==> src/rtl/mux_scan_pkg.sv <==
// Shared types and constants for the 16-channel mux scan sequencer.
package mux_scan_pkg;

  localparam int unsigned NUM_CH = 16;
  localparam int unsigned SEL_W  = 4;
  localparam int unsigned CNT_W  = 5;

  typedef enum logic [1:0] {
    StIdle,
    StScan,
    StDone
  } scan_state_t;

endpackage

==> src/rtl/mux_scan_next_ch.sv <==
// Combinational priority search: lowest enabled channel strictly above cur,
// or the lowest enabled channel overall when search_all is set.
module mux_scan_next_ch
  import mux_scan_pkg::*;
(
  input  logic [NUM_CH-1:0] mask,
  input  logic [SEL_W-1:0]  cur,
  input  logic              search_all,
  output logic [SEL_W-1:0]  nxt,
  output logic              found
);

  // Ascending scan; the first hit wins, so the result is the lowest qualifying index.
  always_comb begin
    nxt   = '0;
    found = 1'b0;
    for (int unsigned i = 0; i < NUM_CH; i++) begin
      if (!found && mask[i] && (search_all || (i > 32'(cur)))) begin
        nxt   = SEL_W'(i);
        found = 1'b1;
      end
    end
  end

endmodule

==> src/rtl/mux_16to1_scan_ctrl.sv <==
// Channel-scan engine for a 16-to-1 bit mux: walks the select across the
// enabled channels, samples Y after SETTLE cycles each and hands the
// assembled snapshot out on a valid/ready handshake.
module mux_16to1_scan_ctrl
  import mux_scan_pkg::*;
#(
  parameter int unsigned SETTLE = 1
) (
  input  logic              clk,
  input  logic              rst_n,
  input  logic              start,
  input  logic [NUM_CH-1:0] chan_mask,
  input  logic              y_in,
  output logic [SEL_W-1:0]  sel,
  output logic              busy,
  output logic              snap_valid,
  input  logic              snap_ready,
  output logic [NUM_CH-1:0] snap_data,
  output logic [CNT_W-1:0]  snap_count
);

  localparam logic [3:0] SettleLast = 4'(SETTLE - 1);

  scan_state_t       state_q, state_d;
  logic [NUM_CH-1:0] mask_q, mask_d;
  logic [SEL_W-1:0]  sel_q, sel_d;
  logic [3:0]        settle_q, settle_d;
  logic [NUM_CH-1:0] data_q, data_d;
  logic [CNT_W-1:0]  count_q, count_d;

  logic [NUM_CH-1:0] srch_mask;
  logic [SEL_W-1:0]  srch_cur;
  logic              srch_all;
  logic [SEL_W-1:0]  srch_nxt;
  logic              srch_found;

  // In IDLE the search looks at the incoming mask for the first channel;
  // while scanning it looks above the current select in the latched mask.
  always_comb begin
    srch_mask = mask_q;
    srch_cur  = sel_q;
    srch_all  = 1'b0;
    if (state_q == StIdle) begin
      srch_mask = chan_mask;
      srch_cur  = '0;
      srch_all  = 1'b1;
    end
  end

  mux_scan_next_ch u_next_ch (
    .mask       (srch_mask),
    .cur        (srch_cur),
    .search_all (srch_all),
    .nxt        (srch_nxt),
    .found      (srch_found)
  );

  // Next-state logic for the FSM, settle counter and snapshot.
  always_comb begin
    state_d  = state_q;
    mask_d   = mask_q;
    sel_d    = sel_q;
    settle_d = settle_q;
    data_d   = data_q;
    count_d  = count_q;
    case (state_q)
      StIdle: begin
        if (start) begin
          mask_d   = chan_mask;
          data_d   = '0;
          count_d  = '0;
          settle_d = '0;
          if (srch_found) begin
            sel_d   = srch_nxt;
            state_d = StScan;
          end else begin
            state_d = StDone;
          end
        end
      end
      StScan: begin
        if (settle_q < SettleLast) begin
          settle_d = settle_q + 4'd1;
        end else begin
          // Last edge of this channel's settle window: capture Y and move on.
          data_d[sel_q] = y_in;
          count_d       = count_q + 5'd1;
          settle_d      = '0;
          if (srch_found) begin
            sel_d = srch_nxt;
          end else begin
            state_d = StDone;
          end
        end
      end
      StDone: begin
        if (snap_ready) begin
          state_d = StIdle;
        end
      end
      default: state_d = StIdle;
    endcase
  end

  // State registers with synchronous active-low reset.
  always_ff @(posedge clk) begin
    if (!rst_n) begin
      state_q  <= StIdle;
      mask_q   <= '0;
      sel_q    <= '0;
      settle_q <= '0;
      data_q   <= '0;
      count_q  <= '0;
    end else begin
      state_q  <= state_d;
      mask_q   <= mask_d;
      sel_q    <= sel_d;
      settle_q <= settle_d;
      data_q   <= data_d;
      count_q  <= count_d;
    end
  end

  assign sel        = sel_q;
  assign busy       = (state_q != StIdle);
  assign snap_valid = (state_q == StDone);
  assign snap_data  = data_q;
  assign snap_count = count_q;

endmodule

==> config.mk <==
export PLATFORM = sky130hd
export DESIGN_NAME = mux_16to1_scan_ctrl
export DESIGN_NICKNAME = d
export VERILOG_FILES = /design/src/rtl/mux_scan_pkg.sv /design/src/rtl/mux_scan_next_ch.sv /design/src/rtl/mux_16to1_scan_ctrl.sv
export SDC_FILE = /design/constraint.sdc
export NUM_CORES = 1
export LEC_CHECK = 0
export ABC_AREA = 1
export BUFFER_PORTS_ARGS = -buffer_cell sky130_fd_sc_hd__buf_2
export CORE_MARGIN = 2
export CORE_UTILIZATION = 49
export CTS_CLUSTER_SIZE = 30
export DETAILED_ROUTE_END_ITERATION = 8
export PLACE_DENSITY = 0.75
export SYNTH_ARGS = -nofsm -noshare
export SYNTH_HDL_FRONTEND = slang
export SYNTH_SLANG_ARGS = --single-unit
==> constraint.sdc <==
create_clock -name clk -period 1.9 [get_ports clk]
set_input_delay 0.19 -clock clk [delete_from_list [all_inputs] [get_ports clk]]
set_output_delay 0.19 -clock clk [all_outputs]
set_load 0.01 [all_outputs]
==> results.md <==
* Antenna fix cells at 0
* Startpoint of the worst setup timing path: state_q[1]$_SDFFE_PN0P_
* Clock-pin transition on the worst setup and hold timing paths at approximately 0.09 ns
* Area taken by flip-flops and latches at 861 sq um
* Average routed wire per standard cell at between 10 and 15 um
* Top FF cell, synth: dfxtp_1
* Worst Max-Slew Pin Slew at 0.508 ns
* Row Count at 25
* Total routed wirelength at ~7.0 mm
* Synthesized flop and latch total at 42
* Overall fraction of global-route tracks in use at 0.274
* Largest net degree at the start of global routing at 28
* Netlist Area Pre-Place at 2350 sq um
* Asr flop ratio synth at 0
* Fill cell total of the finished layout at approximately 400
* Worst Path Arrival at 2.49 ns
* Setup repair after global routing missed its margin: yes
* Leading cell types in the layout, fill and taps excluded: nand2_1, nor2_1, buf_2, buf_4, dfxtp_1
* Cell depth of the worst flop-to-flop path at 14
* Clk root buf: clkbuf_8
* IR Drop Worst-Case VDD at between 0.0005 and 0.0006 V
* Synthesized net count at 381
* Pins over their slew limit at 0
* Antenna violations before repair at 0
* Result of the run: complete, but fails checks
* Final estimated routing congestion in global placement at 0.914
* Violations in the final reports: setup timing
* Maximum buffer depth of the clock tree at 2
* Fraction of layout instances using a drive strength above 1 at 0.323
* First-pass GRT wire length at 11.5 mm
* Vias at 2640
* Final Worst Setup Slack at -0.394 ns
* Count of max-cap constraint violations at 0
* Fin crit share at 1.21
* DRC violation count after routing at 0
* Flop2flop setup slack at -0.39 ns
* Pre-CTS setup slack at -0.368 ns
* Sequential cell area fraction in the yosys report at 0.358
* Depth of the worst hold-timing path at 2
* Layout Nets at 470
* Count of endpoints failing hold in the final timing report at 0
* Die height at between 70 and 80 um
* Post-DP Area at 2940 sq um
* Initial Util at 0.504
* End of the worst register-to-register path: sel[3]$_SDFFE_PN0P_
* Worst Hold Launch: start
* Leakage power total at 0.00146 uW
* Startpoint of the worst-slack reg-to-reg timing path: state_q[1]$_SDFFE_PN0P_
* Average instance area after synthesis at 6.55 sq um
* Crit. End Element: flip-flop
* Final standard cell area without fillers at 3210 sq um
* Clock tree from TritonCTS: built
* Latest clock arrival within the worst-skew pair at 0.30 ns
* Pre-antenna DRT Iters at 4
* Number of buffers added by the clock tree synthesis step at 5
* Achievable Freq at 436 MHz
* Type of the worst min-delay path: in -> reg
* Required time of the worst setup path at 2.10 ns
* Number of flops mapped to enable cells by yosys at 0
* Area of combinational cells with multiple inputs at 1400 sq um
* Distinct cell type count after synthesis at 32
* Area of the die at 5370 sq um
* Largest fanout on the critical path at 6
* Hold-critical path endpoint: mask_q[9]$_SDFFE_PN0P_
* Worst-case clock skew at between 0.01 and 0.015 ns
* Sum of net half-perimeters after detailed placement at 4.90 mm
* Total core area at about 4700 sq um
* DIE WIDTH at 73.3 um
* Port Buffers at 47
* CTS HTree Levels at 2
* Overflow after GRT at 0
* Count of clock tree sinks at 42
* Drt via density at about 5.2
* Syn. warnings at 0
* Number of instances in the synthesized netlist at 359
* Vias in the first global route at 2498
* DRT antenna net count at 0
* Area overhead of the layout relative to synthesis at 36.5%
* Startpoint type of the worst setup path: flip-flop
* Iter 0 DRT Violations at 219
* Post-layout minimum cycle time at 2.29 ns
* Total setup violations reported at the end of the flow at 6
* Commonest non-fill, non-tap cell in the layout: nand2_1
* Type of the worst setup path: reg -> reg
* Number of top-level pins at 48
* Relative slew slack at 0.660
* Pwr per Cell Area at 745 nW/um^2
## Yosys cell counts (2+ instances only)
master / instances / share of area
o211ai_1: 3 / 0.0096
a21oi_1: 32 / 0.068
inv_1: 31 / 0.049
nand4_4: 3 / 0.027
inv_2: 6 / 0.0096
nor2_4: 5 / 0.024
nand3_2: 2 / 0.0085
nand2_2: 4 / 0.011
o21ai_0: 33 / 0.070
nor3_1: 8 / 0.017
buf_4: 2 / 0.0064
clkinv_1: 2 / 0.0032
nand2_1: 91 / 0.15
nor2_1: 52 / 0.083
a211oi_1: 3 / 0.0096
buf_2: 2 / 0.0043
a31oi_1: 2 / 0.0053
nand3_1: 10 / 0.021
nand4_1: 5 / 0.013
dfxtp_1: 42 / 0.36
o21a_1: 2 / 0.0064
clkbuf_1: 9 / 0.014
## timing repair
item | in CTS | in global routing
pin swaps | 14 | 16
setup buffers | 5 | 1
cloned | 1 | 0
gates resized for setup | 14 | 10
hold buffers | 0 | 0
endpoints found under the setup margin | 6 | 6
## flip-flops by register name, indices dropped and copies added (netlist names)
name        flops
mask_q         15
sel             4
snap_data      16
state_q         2
snap_count      5
## layer usage
metal	GRT usage	vias up	wire length, um
met5	0	-	0
met4	0.0576	0	139
met3	0.0453	10	407
met2	0.439	78	3280
met1	0.387	1195	3130
li1	-	1357	-
## layout make-up
type                            count  share of cell area
Multi-Input combinational cell    266               0.436
Tap cell                           54              0.0211
Clock inverter                      1             0.00936
Timing Repair Buffer               94               0.186
Sequential cell                    42               0.268
Inverter                           39              0.0464
Clock buffer                        7              0.0335
## critical path: stages (launching register included)
cell and delay [ns]:
dfxtp_4 0.37, nor2_4 0.22, buf_4 0.16, nand2_1 0.05, a21oi_2 0.25, nand3_4 0.14, nand3_4 0.11, nor2_4 0.06
nand4_4 0.10, buf_4 0.12, nor4_2 0.04, nor3_1 0.31, nand3_1 0.13, nor2_1 0.10, nor2_1 0.05
## power by group
part	internal [uW]	total (uW)	switching, uW	leakage (uW)
logic	241	593	352	0.00105
clock network	508	832	324	0.0000696
registers	925	966	41.3	0.000347
total	1670	2390	718	0.00146
## worst max path at each step
stage | endpoint | slack (ns)
2_1_floorplan | sel[2]$_SDFFE_PN0P_ | -0.15
3_3_place_gp | sel[1]$_SDFFE_PN0P_ | -0.29
3_5_place_dp | sel[2]$_SDFFE_PN0P_ | -0.37
4_1_cts | sel[0]$_SDFFE_PN0P_ | -0.25
5_1_grt | sel[0]$_SDFFE_PN0P_ | -0.52
6_report | sel[3]$_SDFFE_PN0P_ | -0.39
## metrics by stage
stage / cells / hold slack [ns] / setup TNS, ns / util / total power, uW
6_report: 503 / 0.0931 / -2.06 / 0.688 / 2390
5_1_grt: 503 / 0.0905 / -2.98 / 0.688 / 2500
4_1_cts: 502 / 0.0917 / -1.41 / 0.678 / 2370
3_5_place_dp: 488 / 0.405 / -2.03 / 0.630 / 1520
3_3_place_gp: 488 / 0.405 / -1.63 / 0.630 / 1510
2_1_floorplan: 359 / 0.280 / -0.757 / - / 1300
## cell families after synthesis
| group | after synthesis | share of synthesized area |
|---|---|---|
| AND/OR/NAND/NOR | 185 | 0.366 |
| flip-flops | 42 | 0.358 |
| AO/OA/AOI/OAI | 79 | 0.184 |
| buffers and inverters | 52 | 0.0873 |
| adder cells (fa/ha/maj) | 1 | 0.00532 |
No activity file was read; power rests on OpenSTA's default activity.
